File: src/rtl/inicializacion_pkg.sv
// Shared constants for the RTC start-up sequencer: prescaler/step sizes,
// output-select encodings and the address/data initialisation table.
package inicializacion_pkg;

    localparam int CNT16_MAX = 15;
    localparam int N_PASOS   = 8;
    localparam int PASO_W    = 3;

    localparam logic [1:0] SEL_DIR  = 2'b00;
    localparam logic [1:0] SEL_DATO = 2'b01;
    localparam logic [1:0] SEL_PASO = 2'b10;
    localparam logic [1:0] SEL_FIN  = 2'b11;

    // Each entry is {dir, dato}: RTC register address in the high byte.
    localparam logic [15:0] TABLA [N_PASOS] = '{
        16'h0210, 16'h0200, 16'h10D2, 16'h0100,
        16'h0000, 16'h0300, 16'h0400, 16'h0500
    };

endpackage

File: src/rtl/inicializacion_contador_16.sv
// Modulo-(MAX+1) prescaler with count enable and synchronous active-low reset;
// tick flags the enabled cycle in which the count wraps.
module contador_16
    import inicializacion_pkg::*;
#(
    parameter int MAX = CNT16_MAX,
    parameter int W   = $clog2(CNT16_MAX + 1)
) (
    input  logic         clk,
    input  logic         rst_n,
    input  logic         en,
    output logic [W-1:0] cont,
    output logic         tick
);

    localparam logic [W-1:0] MAX_C = W'(MAX);

    assign tick = en && (cont == MAX_C);

    always_ff @(posedge clk) begin
        if (!rst_n) begin
            cont <= '0;
        end else if (en) begin
            cont <= (cont == MAX_C) ? '0 : cont + 1'b1;
        end
    end

endmodule

File: src/rtl/inicializacion.sv
// RTC start-up sequencer: walks the initialisation table one step per prescaler
// tick and presents the byte chosen by Control on a registered output.
module inicializacion
    import inicializacion_pkg::*;
(
    input  logic       reloj,
    input  logic       resetM,
    input  logic       enable_cont_16,
    input  logic       enable_cont_I,
    input  logic [1:0] Control,
    output logic [7:0] Inicie
);

    localparam logic [PASO_W-1:0] PASO_ULT = PASO_W'(N_PASOS - 1);

    logic [3:0]        cont16;
    logic              tick;
    logic [PASO_W-1:0] paso;
    logic [15:0]       entrada;
    logic [7:0]        sel;

    contador_16 #(
        .MAX (CNT16_MAX),
        .W   (4)
    ) u_contador (
        .clk   (reloj),
        .rst_n (resetM),
        .en    (enable_cont_16),
        .cont  (cont16),
        .tick  (tick)
    );

    // Ticks arriving while enable_cont_I is low are dropped, not queued;
    // the last step is sticky so the sequence never replays on its own.
    always_ff @(posedge reloj) begin
        if (!resetM) begin
            paso <= '0;
        end else if (tick && enable_cont_I && (paso != PASO_ULT)) begin
            paso <= paso + 1'b1;
        end
    end

    always_comb begin
        sel     = 8'h00;
        entrada = TABLA[paso];
        case (Control)
            SEL_DIR:  sel = entrada[15:8];
            SEL_DATO: sel = entrada[7:0];
            SEL_PASO: sel = 8'(paso);
            SEL_FIN:  sel = (paso == PASO_ULT) ? 8'hFF : 8'h00;
        endcase
    end

    always_ff @(posedge reloj) begin
        if (!resetM) begin
            Inicie <= 8'h00;
        end else begin
            Inicie <= sel;
        end
    end

endmodule

File: config.mk
export PLATFORM = sky130hd
export DESIGN_NAME = inicializacion
export DESIGN_NICKNAME = d
export VERILOG_FILES = /design/src/rtl/inicializacion_pkg.sv /design/src/rtl/inicializacion_contador_16.sv /design/src/rtl/inicializacion.sv
export SDC_FILE = /design/constraint.sdc
export NUM_CORES = 1
export LEC_CHECK = 0
export CORE_MARGIN = 2
export CORE_UTILIZATION = 35
export CTS_BUF_LIST = sky130_fd_sc_hd__clkbuf_16
export DETAILED_ROUTE_END_ITERATION = 10
export SETUP_SLACK_MARGIN = 0.4
export SYNTH_ARGS = -nofsm -noshare
export SYNTH_HDL_FRONTEND = slang
export SYNTH_SLANG_ARGS = --single-unit
File: constraint.sdc
create_clock -name reloj -period 1.95 [get_ports reloj]
set_clock_uncertainty 0.05 [all_clocks]
set_input_delay 0.2925 -clock reloj [delete_from_list [all_inputs] [get_ports reloj]]
set_output_delay 0.2925 -clock reloj [all_outputs]
set_load 0.03 [all_outputs]
Word-level counts from Yosys, hierarchy flattened
Memories as Yosys holds them, arrays and structs flattened.
Cells that the tools add are included.

word-level totals
  bits in registers = 15
  output and inout port bits = 8
  memory bits (read-only) = 128
  memories = 1

memories
  memory           words  bits a word  rd ports  clocked after Yosys merged registers in  wr ports  line                  text
  (no name shown)  8      16           1         0                                        0         inicializacion.sv:45  entrada = TABLA[paso];

cells by class
  mux-type cells = 5
  add/sub/neg operators = 2
  reductions and logical operators = 4
  equality and inequality tests = 6
  $lt $le $gt $ge = 1
  bitwise logic cells = 1

operator list
  operator               count
  $mux W16               2
  $pmux W8 S4            1
  $mux W8                1
  $add A4 B1 Y4 const B  1
  $eq A2 B2 Y1 const B   2
  $eq A4 B4 Y1 const B   1
  $ge A4 B4 Y1 const B   1
  $mux W4                1
  $not A3 Y4             1
  $add A3 B1 Y3 const B  1
  $eq A3 B3 Y1 const B   1
  $logic_and A1 B1 Y1    3
  $ne A3 B3 Y1 const B   1
  $eq A2 B1 Y1 const B   1
  $logic_not A2 Y1       1

Depth between registers and ports, before layout
Gate-level depths: netlist of run 1.

  word-level depth = 5
  depth in mapped cells = 5
  gate-level depth less buffers = 5

Hierarchy
From an unflattened synthesis of run 1, not the netlist that was laid out.

second synthesis, totals
  cell total of the unflattened synthesis = 64
  area total of the unflattened synthesis = 638.1 sq um

by module, submodules not included
  module          seq. area each (sq um)  area an instance (sq um)  instances  cells each
  inicializacion  180.2                   441.7                     1          45
  contador_16     80.1                    196.4                     1          19

Worst setup path before layout of run 1
Ideal clock, no wire load.

  kind = flip-flop to flip-flop
  start point = register paso[0]
  end point = register paso[0]
  buffers on the path = 0
  slack = 0.529 ns
  cell stages (with the launch flop) = 6
  arrival = 1.299 ns
  setup time = 0.072 ns
  data required time = 1.828 ns
  cells stage by stage = dfxtp_1 > ha_1 > ha_1 > nand4b_1 > nor2_1 > mux2i_1

on the way
  cells in the longest elaborated chain, start to end = 2
  elaborated cells between the ends (all ways) = 3
  classes of those cells = add/sub (1); eq/ne (1); reduce/logical (1)

RTL lines
  what                                                   line                  text
  start: declaration                                     inicializacion.sv:18  logic [PASO_W-1:0] paso;
  start signal: assignment                               inicializacion.sv:39  paso <= paso + 1'b1;
  branches (longest 2 deep; another with $add A3 B1 Y3)  --

Parallel ways; which one is timed is not known.
A chain may end at the register's enable or synchronous reset.

Final worst setup path of run 1
  start point = input Control[1]
  end point = register Inicie[0]

on the way
  cells in the longest elaborated chain, start to end = 2
  elaborated cells between the ends (all ways) = 5
  classes of those cells = eq/ne (3); mux (1); reduce/logical (1)

RTL lines
  what                                  line                  text
  start: declaration                    inicializacion.sv:10  input logic [1:0] Control,
  $eq A2 B2 Y1 (tied with other cells)  inicializacion.sv:46  case (Control)
  $pmux W8 S4 (*)                       inicializacion.sv:46
  end signal: assignment                inicializacion.sv:58  Inicie <= sel;
  end: declaration                      inicializacion.sv:11  output logic [7:0] Inicie

Every way passes the cells marked *; elsewhere a longest branch is shown, timed or not.

==> results.json, run 1 <==
{
  "power_density_mw_per_mm2": 785.8,
  "dr.first_iter.drc_count": 13,
  "routed.top_layer": "met4",
  "finish.net_count": 95,
  "crit_slowest_cell": "sky130_fd_sc_hd__clkdlybuf4s50_1",
  "ys_ff_latch": 13,
  "core_region_area_mm2": 0.001727,
  "critical_path_peak_fanout": 7,
  "post_cts_setup_buffer_count": 0,
  "clock_tree_from_tritoncts": "built",
  "clock_tree.htree_level_count": 1,
  "gr-usage-all-layers_pct": 11.90,
  "post-synth-top-count-cell": "sky130_fd_sc_hd__dfxtp_1",
  "placed_cells": 104,
  "cts-buffers-inserted": 3,
  "synthDistinctLibCells": 30,
  "grt_max_degree": 15,
  "outcome": "complete, no violations",
  "worst_ep_required_time_ns": 2.03,
  "critPathArrivalTime_ns": 1.54,
  "critical_path.endpoint_type": "flop",
  "synth_edf_count": 0,
  "crit_buf_inv": 1,
  "cts.root.buffer_cell": "sky130_fd_sc_hd__clkbuf_16",
  "crit_path_start_kind": "primary input",
  "area.growth.synth_to_final_pct": 40.35,
  "pwr-share-clk_pct": 54.2,
  "syn_avg_cell_area_um2": 9.302,
  "hold_viol_final": 0,
  "placed_area_um2": 784.5,
  "finalMaxSlewViolations": 0,
  "met1Wirelength_um": 547,
  "async_flop_share_pct": 0,
  "grt-ovfl-total": 0,
  "most_instantiated_cells_after_synthesis": "sky130_fd_sc_hd__dfxtp_1 (13), sky130_fd_sc_hd__nand2_1 (10), sky130_fd_sc_hd__ha_1 (5)",
  "max-cap-violations": 0,
  "start_util_pct": 37.17,
  "max_stage_delay_ns": 0.52,
  "drtPass1Iterations": 4,
  "rows": 15,
  "ioPinCount": 14,
  "met2RoutedLength_um": 479,
  "timing.rr.start": "paso[0]",
  "timing.reg2reg.setup_slack_ns": 0.51,
  "startpoint_of_the_tightest_hold_check_path": "u_contador.cont[3]",
  "final_layout_size_suffix_gt1_share_pct": 14.46,
  "path_clk_slew_ns": 0.05,
  "fin_worst_hold_slack_ns": 0.4576,
  "total_switching_power_uw": 141.5,
  "power.share.combinational_pct": 6.9,
  "vias_in_the_first_global_route": 429,
  "drt-wirelength-per-cell_um": 10.31,
  "synthesis.instances": 69,
  "synth_largest_type_area_fraction_pct": 40.55,
  "switching_share_of_power_pct": 19.99,
  "share_seq_of_total_power_pct": 38.9,
  "synth_ff_type": "sky130_fd_sc_hd__dfxtp_1",
  "setup.worst_path.class": "primary input to flop",
  "fin_tns_setup_ns": 0,
  "leakagePower_uw": 0.0004250,
  "detailed_place_hpwl_um": 794.3,
  "drc": 0,
  "final_cell_area_um2": 900.9,
  "cell_internal_pwr_uw": 566.4,
  "floorplan.die.height_um": 46.83,
  "yosysTopAreaCell": "sky130_fd_sc_hd__dfxtp_1",
  "cpLargestDelayFamily": "buffers and inverters",
  "grt_antenna_before_repair": 0,
  "final_cycle_share_pct": 74.53,
  "synth_fp_nets": 80,
  "max_freq_mhz": 688.1,
  "critical_path.startpoint": "Control[1]",
  "detailroute.wirelength.met3_um": 62,
  "hold_path_class": "flop to flop",
  "syn_area_um2": 641.9,
  "synth-warning-count": 0,
  "instances_no_fill": 108,
  "most_area_consuming_cells_after_synthesis": "sky130_fd_sc_hd__dfxtp_1 (41%), sky130_fd_sc_hd__ha_1 (9.7%), sky130_fd_sc_hd__nand2_1 (5.8%)",
  "crit_path_cells": "clkdlybuf4s50_1 > nor2_2 > mux2_4 > o211a_1",
  "post_route_ant_nets": 0,
  "timing.final.crit_period_ns": 1.453,
  "min_path_cells": 2,
  "worst_r2r_path_depth": 5,
  "gpl.final_weighted_congestion": 0.7004,
  "post-route-util_pct": 52.17,
  "floorplan.die_area_mm2": 0.002193,
  "rsz0062_at_grt": "false",
  "crit-reg2reg-capture": "paso[0]",
  "die-width_um": 46.83,
  "final-setup-viol-count": 0,
  "wire_length_of_the_first_global_routing_pass_um": 1814,
  "numPortBuffers": 13,
  "ir_drop_uv": 736.4,
  "vias": 502,
  "cts.sinks": 13,
  "post_drt_via_cell_ratio": 4.648,
  "cts-root-to-sink-buffers": 2,
  "synth_sequential_area_ratio_pct": 40.55,
  "remaining_max_slew_budget_at_the_tightest_pin_pct": 69.44,
  "worst_slew_pin_slew_ns": 0.4570,
  "cts_hold_repair.buffers": 0,
  "clkLatencyLatePin_ns": 0.24,
  "worstHoldEndpoint": "u_contador.cont[3]",
  "drt_wl_total_um": 1114,
  "num_antenna_cells": 0
}
## stage by stage
step	power, µW	worst slack, ns
2_1_floorplan	307.1	0.5293
3_3_place_gp	330.9	0.2884
3_5_place_dp	331.0	0.2531
4_1_cts	715.4	0.4035
5_1_grt	727.3	0.4214
6_report	707.9	0.4966
## worst register-to-register path, cell delays in order, from the launching register on
cell	delay [ns]
sky130_fd_sc_hd__dfxtp_4	0.36
sky130_fd_sc_hd__ha_4	0.17
sky130_fd_sc_hd__ha_4	0.16
sky130_fd_sc_hd__nand4b_1	0.23
sky130_fd_sc_hd__nor2_2	0.21
sky130_fd_sc_hd__mux2i_1	0.19
## power groups by stage
stage	logic (µW)	registers, µW	clock network [µW]
floorplan	19.3	288	0
CTS	49.4	277	389
detailed placement	49.0	282	0
finish	48.6	276	384
global route	53.7	276	398
global placement	48.9	282	0
## routing by layer
metal  vias to the layer above  GRT usage, %
met5                         -             0
met4                         0         5.000
met3                         4         5.769
met2                        14         17.81
met1                       214         14.58
li1                        270             -
## worst max path at each step
| stage | end | slack (ns) | depth (start not counted) |
|---|---|---|---|
| 3_5_place_dp | Inicie[0] | 0.25 | 4 |
| 5_1_grt | Inicie[0] | 0.42 | 4 |
| 6_report | Inicie[0] | 0.50 | 4 |
| 3_3_place_gp | Inicie[0] | 0.29 | 4 |
| 2_1_floorplan | paso[0] | 0.53 | 5 |
| 4_1_cts | paso[2] | 0.40 | 5 |
## cells in the final DEF, fill, tap and decap left out, types with 2 or more instances in the layout
cell type,instances
sky130_fd_sc_hd__dfxtp_1,11
sky130_fd_sc_hd__ha_4,2
sky130_fd_sc_hd__mux2i_1,3
sky130_fd_sc_hd__dlygate4sd2_1,4
sky130_fd_sc_hd__nand2_1,10
sky130_fd_sc_hd__dlymetal6s2s_1,4
sky130_fd_sc_hd__o21ai_0,3
sky130_fd_sc_hd__clkdlybuf4s50_1,5
sky130_fd_sc_hd__ha_1,3
sky130_fd_sc_hd__clkbuf_16,3
sky130_fd_sc_hd__and2_1,3
sky130_fd_sc_hd__inv_1,4
sky130_fd_sc_hd__nand3_1,2
sky130_fd_sc_hd__a21oi_1,2
sky130_fd_sc_hd__nor2b_1,2
sky130_fd_sc_hd__nor2_2,2
## state kept, by name, summed over array words and instances (netlist names)
name             count
paso                 3
u_contador.cont      4
Inicie               6
## cell families (layout without fill, tap and decap cells)
kind of cell    Yosys count  in the layout  synth area share, %
xor+xnor                  1              1                1.365
simple gates             27             27                21.84
flops                    13             13                40.55
fa+ha+maj                 5              5                9.747
compound gates           13             13                14.82
mux                       4              4                7.017
buf+inv                   6             20                4.677
## timing repair
item | in CTS | in global routing
gates resized for setup | 5 | 12
pin swaps | 0 | 1
setup endpoints to repair | 6 | 7
## area by class of cell
type | instances | area, µm²
fillers | 173 | 825.8
multi-input cells | 50 | 379.1
clock buffers | 3 | 75.07
well taps | 25 | 31.28
flip-flops and latches | 13 | 265.3
repair buffers | 13 | 135.1
inverters | 3 | 11.26
clock inverters | 1 | 3.754
Note: power is estimated with default switching activity, not from simulation.
==> run 2, diff against run 1 <==
==> constraint.sdc (replaced) <==
create_clock -name reloj -period 1.35 [get_ports reloj]
set_clock_uncertainty 0.05 [all_clocks]
set_input_delay 0.2025 -clock reloj [delete_from_list [all_inputs] [get_ports reloj]]
set_output_delay 0.2025 -clock reloj [all_outputs]
set_load 0.03 [all_outputs]
==> run 2 against run 1 <==
Against the previous run: the run now ends with setup timing left; setup slack got worse by 0.55 ns; register-to-register slack got worse by 0.56 ns; count of clock-buffer cells in the layout did not move; non-clock buffer count rose by 14; first-iteration DRC count fell by 62%; design area rose by 23%; sequential share of layout area fell by 4.0 points; combinational power rose by 120%; largest cell class unchanged; die area did not move; critical path type is now flop to flop; via count rose by 17%.
==> results.json, run 2 (synthesis results as in run 1) <==
{
  "outcome": "finished with violations",
  "failed_checks": "setup timing",
  "grt_antenna_before_repair": 0,
  "die-width_um": 46.83,
  "drc": 0,
  "largest_registers": "Inicie: 6 flops, u_contador.cont: 4 flops, paso: 3 flops",
  "cts_hold_repair.buffers": 0,
  "numPortBuffers": 13,
  "gr_layer_usage_met2_pct": 29.32,
  "rows": 15,
  "post_route_ant_nets": 0,
  "ir_drop_uv": 838.6,
  "critical_path_peak_fanout": 3,
  "critPathArrivalTime_ns": 1.51,
  "grt.met3_usage_pct": 5.769,
  "finalMaxSlewViolations": 0,
  "timing.rr.start": "paso[1]",
  "placed_area_um2": 914.6,
  "final_cycle_share_pct": 103.6,
  "grt.busiest_layer": "met2",
  "timing.critical_path.mode_cell": "sky130_fd_sc_hd__ha_4",
  "setup.worst_path.class": "flop to flop",
  "critical_path.endpoint_type": "flop",
  "num_antenna_cells": 0,
  "remaining_max_slew_budget_at_the_tightest_pin_pct": 80.09,
  "final_layout_size_suffix_gt1_share_pct": 53.61,
  "worstHoldEndpoint": "paso[1]",
  "worst_ep_required_time_ns": 1.46,
  "detailed_place_hpwl_um": 987.4,
  "cpLargestDelayFamily": "simple AND/OR/NAND/NOR gates",
  "crit_path_start_kind": "flop",
  "crit_slowest_cell": "sky130_fd_sc_hd__dfxtp_2",
  "vias_in_the_first_global_route": 561,
  "post_drt_via_cell_ratio": 4.820,
  "floorplan.die.height_um": 46.83,
  "timing.reg2reg.setup_slack_ns": -0.05,
  "clock_tree_from_tritoncts": "built",
  "start_util_pct": 37.17,
  "crit-reg2reg-capture": "paso[0]",
  "crit_buf_inv": 0,
  "grt-ovfl-total": 0,
  "final_cell_area_mm2": 0.001104,
  "wire_length_of_the_first_global_routing_pass_um": 2339,
  "ioPinCount": 14,
  "max_stage_delay_ns": 0.33,
  "area.growth.synth_to_final_pct": 71.93,
  "rsz0062_at_grt": "true",
  "globalRouteMet1Util_pct": 15.35,
  "max_flop_register": "Inicie",
  "cts-buffers-inserted": 3,
  "grt_max_degree": 15,
  "postLayoutSetupSlackWorst_ns": -0.04884,
  "timing.final.crit_period_ns": 1.399,
  "cts.sinks": 13,
  "gr-usage-all-layers_pct": 15.45,
  "flip_flop_count_of_the_largest_register_after_layout": 6,
  "drt_wl_total_um": 1431,
  "worst_r2r_path_depth": 5,
  "crit_path_cells": "ha_4 > ha_4 > nand4b_1 > nor2_2 > mux2i_1",
  "finish.net_count": 109,
  "path_clk_slew_ns": 0.05,
  "cts.root.buffer_cell": "sky130_fd_sc_hd__clkbuf_16",
  "hold_path_class": "primary input to flop",
  "clock_tree.htree_level_count": 1,
  "max_freq_mhz": 714.9,
  "min_path_cells": 3,
  "mostFrequentLayoutCell": "sky130_fd_sc_hd__buf_6",
  "leakagePower_uw": 0.0004686,
  "gpl.final_weighted_congestion": 0.7132,
  "core_region_area_mm2": 0.001727,
  "max-cap-violations": 0,
  "floorplan.die_area_mm2": 0.002193,
  "clkLatencyLatePin_ns": 0.24,
  "hold_viol_final": 0,
  "final-setup-viol-count": 4,
  "fin_tns_setup_ns": -0.09729,
  "final_cell_mix": "sky130_fd_sc_hd__buf_6 (11), sky130_fd_sc_hd__dfxtp_2 (10), sky130_fd_sc_hd__buf_4 (10)",
  "power_density_mw_per_mm2": 959.9,
  "vias": 588,
  "worst_slew_pin_slew_ns": 0.2977,
  "cts-root-to-sink-buffers": 2,
  "drt-wirelength-per-cell_um": 11.73,
  "drtPass1Iterations": 4,
  "startpoint_of_the_tightest_hold_check_path": "enable_cont_16",
  "dr.first_iter.drc_count": 5,
  "fill_cells": 140
}
-- run 2: cell count changes in the layout (fill, tap and decap cells not counted), sizes merged --
| cell | delta |
|---|---|
| clkdlybuf4s50 | -1 |
| dlymetal6s2s | -4 |
| buf | +22 |
| dlygate4sd2 | -3 |
-- run 2: layer usage --
| metal | wire length, µm | share of wire, % | vias to the layer above |
|---|---|---|---|
| met5 | 0 | 0 | - |
| met4 | 10 | 0.70 | 0 |
| met3 | 53 | 3.7 | 2 |
| met2 | 728 | 51 | 13 |
| met1 | 638 | 45 | 280 |
| li1 | - | - | 293 |
-- run 2: worst max-delay path by stage --
stage,from,endpoint,slack [ns],depth (start not counted)
after floorplan,paso[0],paso[0],0.03,5
after global placement,Control[1],Inicie[0],-0.15,4
after detailed placement,Control[1],Inicie[0],-0.18,4
after CTS,paso[1],paso[0],-0.05,5
after global routing,paso[1],paso[0],-0.10,5
final,paso[1],paso[0],-0.05,5
-- run 2: metrics by stage --
| step | worst slack [ns] | hold WS, ns | total power [µW] | instances | utilization, % |
|---|---|---|---|---|---|
| floorplan | 0.02621 | 0.2852 | 449.1 | 69 | - |
| global placement | -0.1476 | 0.4490 | 498.4 | 112 | 52.97 |
| detailed placement | -0.1755 | 0.4702 | 499.1 | 112 | 52.97 |
| CTS | -0.05394 | 0.4584 | 1069 | 121 | 61.81 |
| global route | -0.1036 | 0.4815 | 1103 | 122 | 63.91 |
| finish | -0.04884 | 0.4601 | 1059 | 122 | 63.91 |
-- run 2: worst reg2reg max path, cell delays in order (launching register included) --
cell	delay, ns
sky130_fd_sc_hd__dfxtp_2	0.33
sky130_fd_sc_hd__ha_4	0.17
sky130_fd_sc_hd__ha_4	0.15
sky130_fd_sc_hd__nand4b_1	0.23
sky130_fd_sc_hd__nor2_2	0.19
sky130_fd_sc_hd__mux2i_1	0.20
-- run 2: area by class of cell --
| class | count | area (µm²) | share of cell area [%] |
|---|---|---|---|
| multi-input cells | 50 | 434.2 | 39.34 |
| flip-flops and latches | 13 | 280.3 | 25.40 |
| repair buffers | 27 | 267.8 | 24.26 |
| clock buffers | 3 | 75.07 | 6.803 |
| well taps | 25 | 31.28 | 2.834 |
| inverters | 3 | 11.26 | 1.020 |
| clock inverters | 1 | 3.754 | 0.3401 |
-- run 2: timing repair --
item | in CTS | in global routing
pin swaps | 7 | 1
resized for setup | 66 | 10
setup endpoints to repair | 21 | 20
buffers inserted | 5 | 1
-- run 2: report_power, final --
| part | total (µW) | switching, µW | internal, µW |
|---|---|---|---|
| Clock | 550 | 160 | 390 |
| Sequential | 402 | 7.76 | 395 |
| Combinational | 107 | 46.7 | 59.9 |
| Total | 1060 | 215 | 845 |
==> variant 1 (settings of run 1) <==
Set the package constant `PASO_W` to 6 (it was 3).
--- a/src/rtl/inicializacion_pkg.sv
+++ b/src/rtl/inicializacion_pkg.sv
@@ -4,7 +4,7 @@
 
     localparam int CNT16_MAX = 15;
     localparam int N_PASOS   = 8;
-    localparam int PASO_W    = 3;
+    localparam int PASO_W    = 6;
 
     localparam logic [1:0] SEL_DIR  = 2'b00;
     localparam logic [1:0] SEL_DATO = 2'b01;
Formal check against the unedited RTL: no difference found for any inputs over 10 cycles, from zero or initial values and one cycle with resetM low; that may be too few to reach the edited logic, so the function may still have changed.
==> variant 1 against run 1 <==
Via count rose by 60%. Global-route usage increased by 2.0 points. Synthesized area up 39%. Combinational power up 16%. Total power up 16%. Die area up 36%. Utilization shrank 3.6 points. Wire length rose by 67%. Cell area increased by 32%. Worst setup slack got worse by 0.037 ns. Sequential cell count grew 4. Fmax shrank 2.5%. Critical endpoint unchanged.
==> variant 1: results <==
export IMPL_ys_top_cells_by_area="dfxtp_1 (38%), ha_1 (5.6%), mux2i_1 (5.6%)"
export IMPL_powerClk_uw=409
export IMPL_gp_congestion=0.806
export IMPL_synth_fa_ha_area_share_pct=5.60
export IMPL_dpl_worst_slack_ns=0.188
export IMPL_critical_path_arrival_ns=1.61
export IMPL_grt_usage_pct=13.9
export IMPL_r2r_end="paso[3]"
export IMPL_power_switching_uw=169
export IMPL_routed_wl_um=1860
export IMPL_wl_met2_um=897
export IMPL_yosys_top_cells_count="dfxtp_1 (17), nand2_1 (13), a21oi_1 (9), nand2b_1 (6)"
export IMPL_synth_area_per_cell_um2=8.76
export IMPL_grt_max_degree=14
export IMPL_peakVddDrop_mv=0.635
export IMPL_ys_types=33
export IMPL_stdcell_area_mm2=0.00119
export IMPL_period_share_pct=76.4
export IMPL_slew_headroom_pct=75.8
export IMPL_synthesis_nets=112
export IMPL_drive_gt1_share_pct=18.0
export IMPL_final_nets=133
export IMPL_placed_area_mm2=0.00108
export IMPL_synth_compound_area_share_pct=16.0
export IMPL_drt_met1_wl_um=835
export IMPL_path_clk_slew_ns=0.05
export IMPL_status="completed"
export IMPL_wl_met3_um=109
export IMPL_ys_seq_area_share_pct=38.1
export IMPL_leakage_nw=0.448
export IMPL_drt_initial_drc_count=34
export IMPL_muxShareOfSynthArea_pct=5.60
export IMPL_grt_pass1_wl_um=2890
export IMPL_yosys_area_share_xor_xnor_pct=0.980
## variant 1: changes by cell type in the layout (fill, tap and decap cells not counted), sizes merged, moves of 3 or more
cell          change
nand4             +3
nand2b            +5
a21oi             +7
dfxtp             +4
dlygate4sd2       +4
a211oi            +3
buf               +7
dlymetal6s2s      -4
## variant 1: worst min-delay path by stage
stage / start / to / slack (ns) / depth (start not counted)
after floorplan: Control[1] / Inicie[3] / 0.38 / 2
after global placement: paso[5] / paso[5] / 0.46 / 2
after detailed placement: u_contador.cont[0] / u_contador.cont[0] / 0.47 / 2
after CTS: paso[5] / paso[5] / 0.47 / 2
after global routing: u_contador.cont[0] / u_contador.cont[0] / 0.50 / 2
final: u_contador.cont[0] / u_contador.cont[0] / 0.47 / 2
## variant 1: per-layer routing
layer / global-route usage [%] / up-vias
li1: - / 400
met3: 4.92 / 2
met2: 21.1 / 22
met1: 18.0 / 380
met4: 5.00 / 0
met5: 0 / -
## variant 1: logic make-up (layout without fill, tap and decap cells)
family	after synthesis	after routing
buffers and inverters	9	29
XOR/XNOR	1	1
multiplexers	5	5
AND/OR/NAND/NOR	43	43
AO/OA/AOI/OAI	23	23
flip-flops	17	17
adder cells (fa/ha/maj)	4	4
## variant 1: timing repair
item,in CTS,in global routing
pin swaps,1,0
resized for setup,10,7
endpoints found under the hold margin,0,0
setup endpoints to repair,9,11
setup buffers,0,1
gates cloned,0,0
## variant 1: area by class of cell
class | count | area share (%)
clock buffers | 3 | 6.30
clock inverters | 1 | 0.420
inverters | 5 | 1.57
multi-input cells | 76 | 45.1
flip-flops and latches | 17 | 29.0
well taps | 30 | 3.15
repair buffers | 20 | 14.5
## variant 1: critical path: stages
cell             delay, ns
clkdlybuf4s50_1       0.52
or3b_2                0.49
a21o_1                0.17
a21oi_1               0.14
==> variant 2 (config.mk and constraints of run 1) <==
Without the edit above. The output `Inicie` loses its register stage (`Inicie` becomes a continuous assignment).
--- a/src/rtl/inicializacion.sv
+++ b/src/rtl/inicializacion.sv
@@ -51,13 +51,7 @@
         endcase
     end
 
-    always_ff @(posedge reloj) begin
-        if (!resetM) begin
-            Inicie <= 8'h00;
-        end else begin
-            Inicie <= sel;
-        end
-    end
+    assign Inicie = sel;
 
 endmodule
 
Formal check against the unedited RTL: not equivalent (Yosys sat finds a counterexample within 4 cycles, from zero or initial values and one cycle with resetM low).
==> variant 2 against run 1 <==
Non-clock buffer count increased by 13. Die area decreased by 20%. Largest cell class unchanged. Fmax decreased by 18%. Worst setup slack got worse by 0.31 ns. Cell area increased by 4.7%. Wire length increased by 13%. Count of clock-buffer cells in the layout unchanged. Synthesized area decreased by 22%. Global-route usage increased by 5.1 points. Sequential power decreased by 46%. Combinational power increased by 12%. Total power decreased by 22%. Sequential cell count decreased by 6.
==> variant 2: results <==
export IMPL_path_max_fanout=4
export IMPL_setup_reg_to_reg_worst_slack_ns=0.41
export IMPL_r2r_cells=6
export IMPL_muxShareOfSynthArea_pct=11.9
export IMPL_final_setup_worst_slack_ns=0.187
export IMPL_multiInputGateArea_um2=439
export IMPL_internal_power_uw=443
export IMPL_slew_headroom_pct=78.3
export IMPL_worstSetupPathType="register to output port"
export IMPL_grt_pass1_wl_um=2230
export IMPL_yosys_area_share_xor_xnor_pct=1.74
export IMPL_peakVddDrop_mv=0.719
export IMPL_powerClk_uw=348
export IMPL_status="completed"
export IMPL_grt_usage_pct=17.0
export IMPL_synthesis_nets=73
export IMPL_grt_pass1_vias=492
export IMPL_reg_largest_list="u_contador.cont (4), paso (3)"
export IMPL_max_stage_delay_ns=0.35
export IMPL_ys_top_cells_by_area="dfxtp_1 (28%), ha_1 (15%), mux2i_1 (12%)"
export IMPL_synth_fa_ha_area_share_pct=14.9
export IMPL_post_cts_resized=54
export IMPL_route_vias_total=499
export IMPL_combPwrFrac_pct=9.9
export IMPL_dpl_worst_slack_ns=-0.410
export IMPL_min_from="paso[0]"
export IMPL_leakage_nw=0.381
export IMPL_num_fill_cells=98
export IMPL_synth_compound_area_share_pct=13.2
export IMPL_drive_gt1_share_pct=56.3
export IMPL_ys_types=27
export IMPL_synthCells=61
export IMPL_yosys_top_cells_count="nand2_1 (9), dfxtp_1 (7), ha_1 (6), mux2i_1 (6), inv_1 (4)"
export IMPL_critical_path_arrival_ns=1.42
export IMPL_grt_max_degree=11
export IMPL_gp_congestion=0.766
export IMPL_dp_cells=97
export IMPL_crit_end="Inicie[7]"
export IMPL_post_drt_wl_per_cell_um=12.3
export IMPL_drt_initial_drc_count=7
export IMPL_crit_slowest_cell="dfxtp_4"
export IMPL_holdWs_ns=0.455
export IMPL_final_nets=100
export IMPL_r2r_end="paso[2]"
export IMPL_ys_seq_area_share_pct=27.9
export IMPL_post_cts_repair_setup_buffers=1
export IMPL_whs_endpoint="paso[0]"
export IMPL_p_clk_share_pct=63.0
export IMPL_antenna_found_initial=0
export IMPL_dp_hpwl_um=878
variant 2: cell count changes after synthesis, sizes merged, moves of 2 or more:
cell,delta
o21ai,-2
dfxtp,-6
and2,-2
o221a,-2
mux2i,+3
variant 2: area by class of cell:
cell class	count	area share, %
Clock buffer	3	7.96
Clock inverter	1	0.531
Inverter	4	2.12
Multi-Input combinational cell	46	46.6
Sequential cell	7	15.5
Tap cell	15	1.99
Timing Repair Buffer	26	25.3
variant 2: critical path: cells and delay by family (launching register included):
family	cells	cell delay [ns]
AOI/OAI and AO/OA	1	0.19
adders and majority gates	2	0.33
buffers and inverters	2	0.28
DFF	1	0.35
and+or+nand+nor	1	0.03
variant 2: kinds of logic after synthesis:
logic type	count (synthesis)
fa+ha+maj	6
xor+xnor	1
simple gates	23
compound gates	10
mux	6
flops	7
buf+inv	8
variant 2: per-layer routing:
metal  track usage (%)  wire (µm)
met1              21.4        586
met2              25.9        601
met3              8.26         62
met4              3.87          8
met5                 0          0
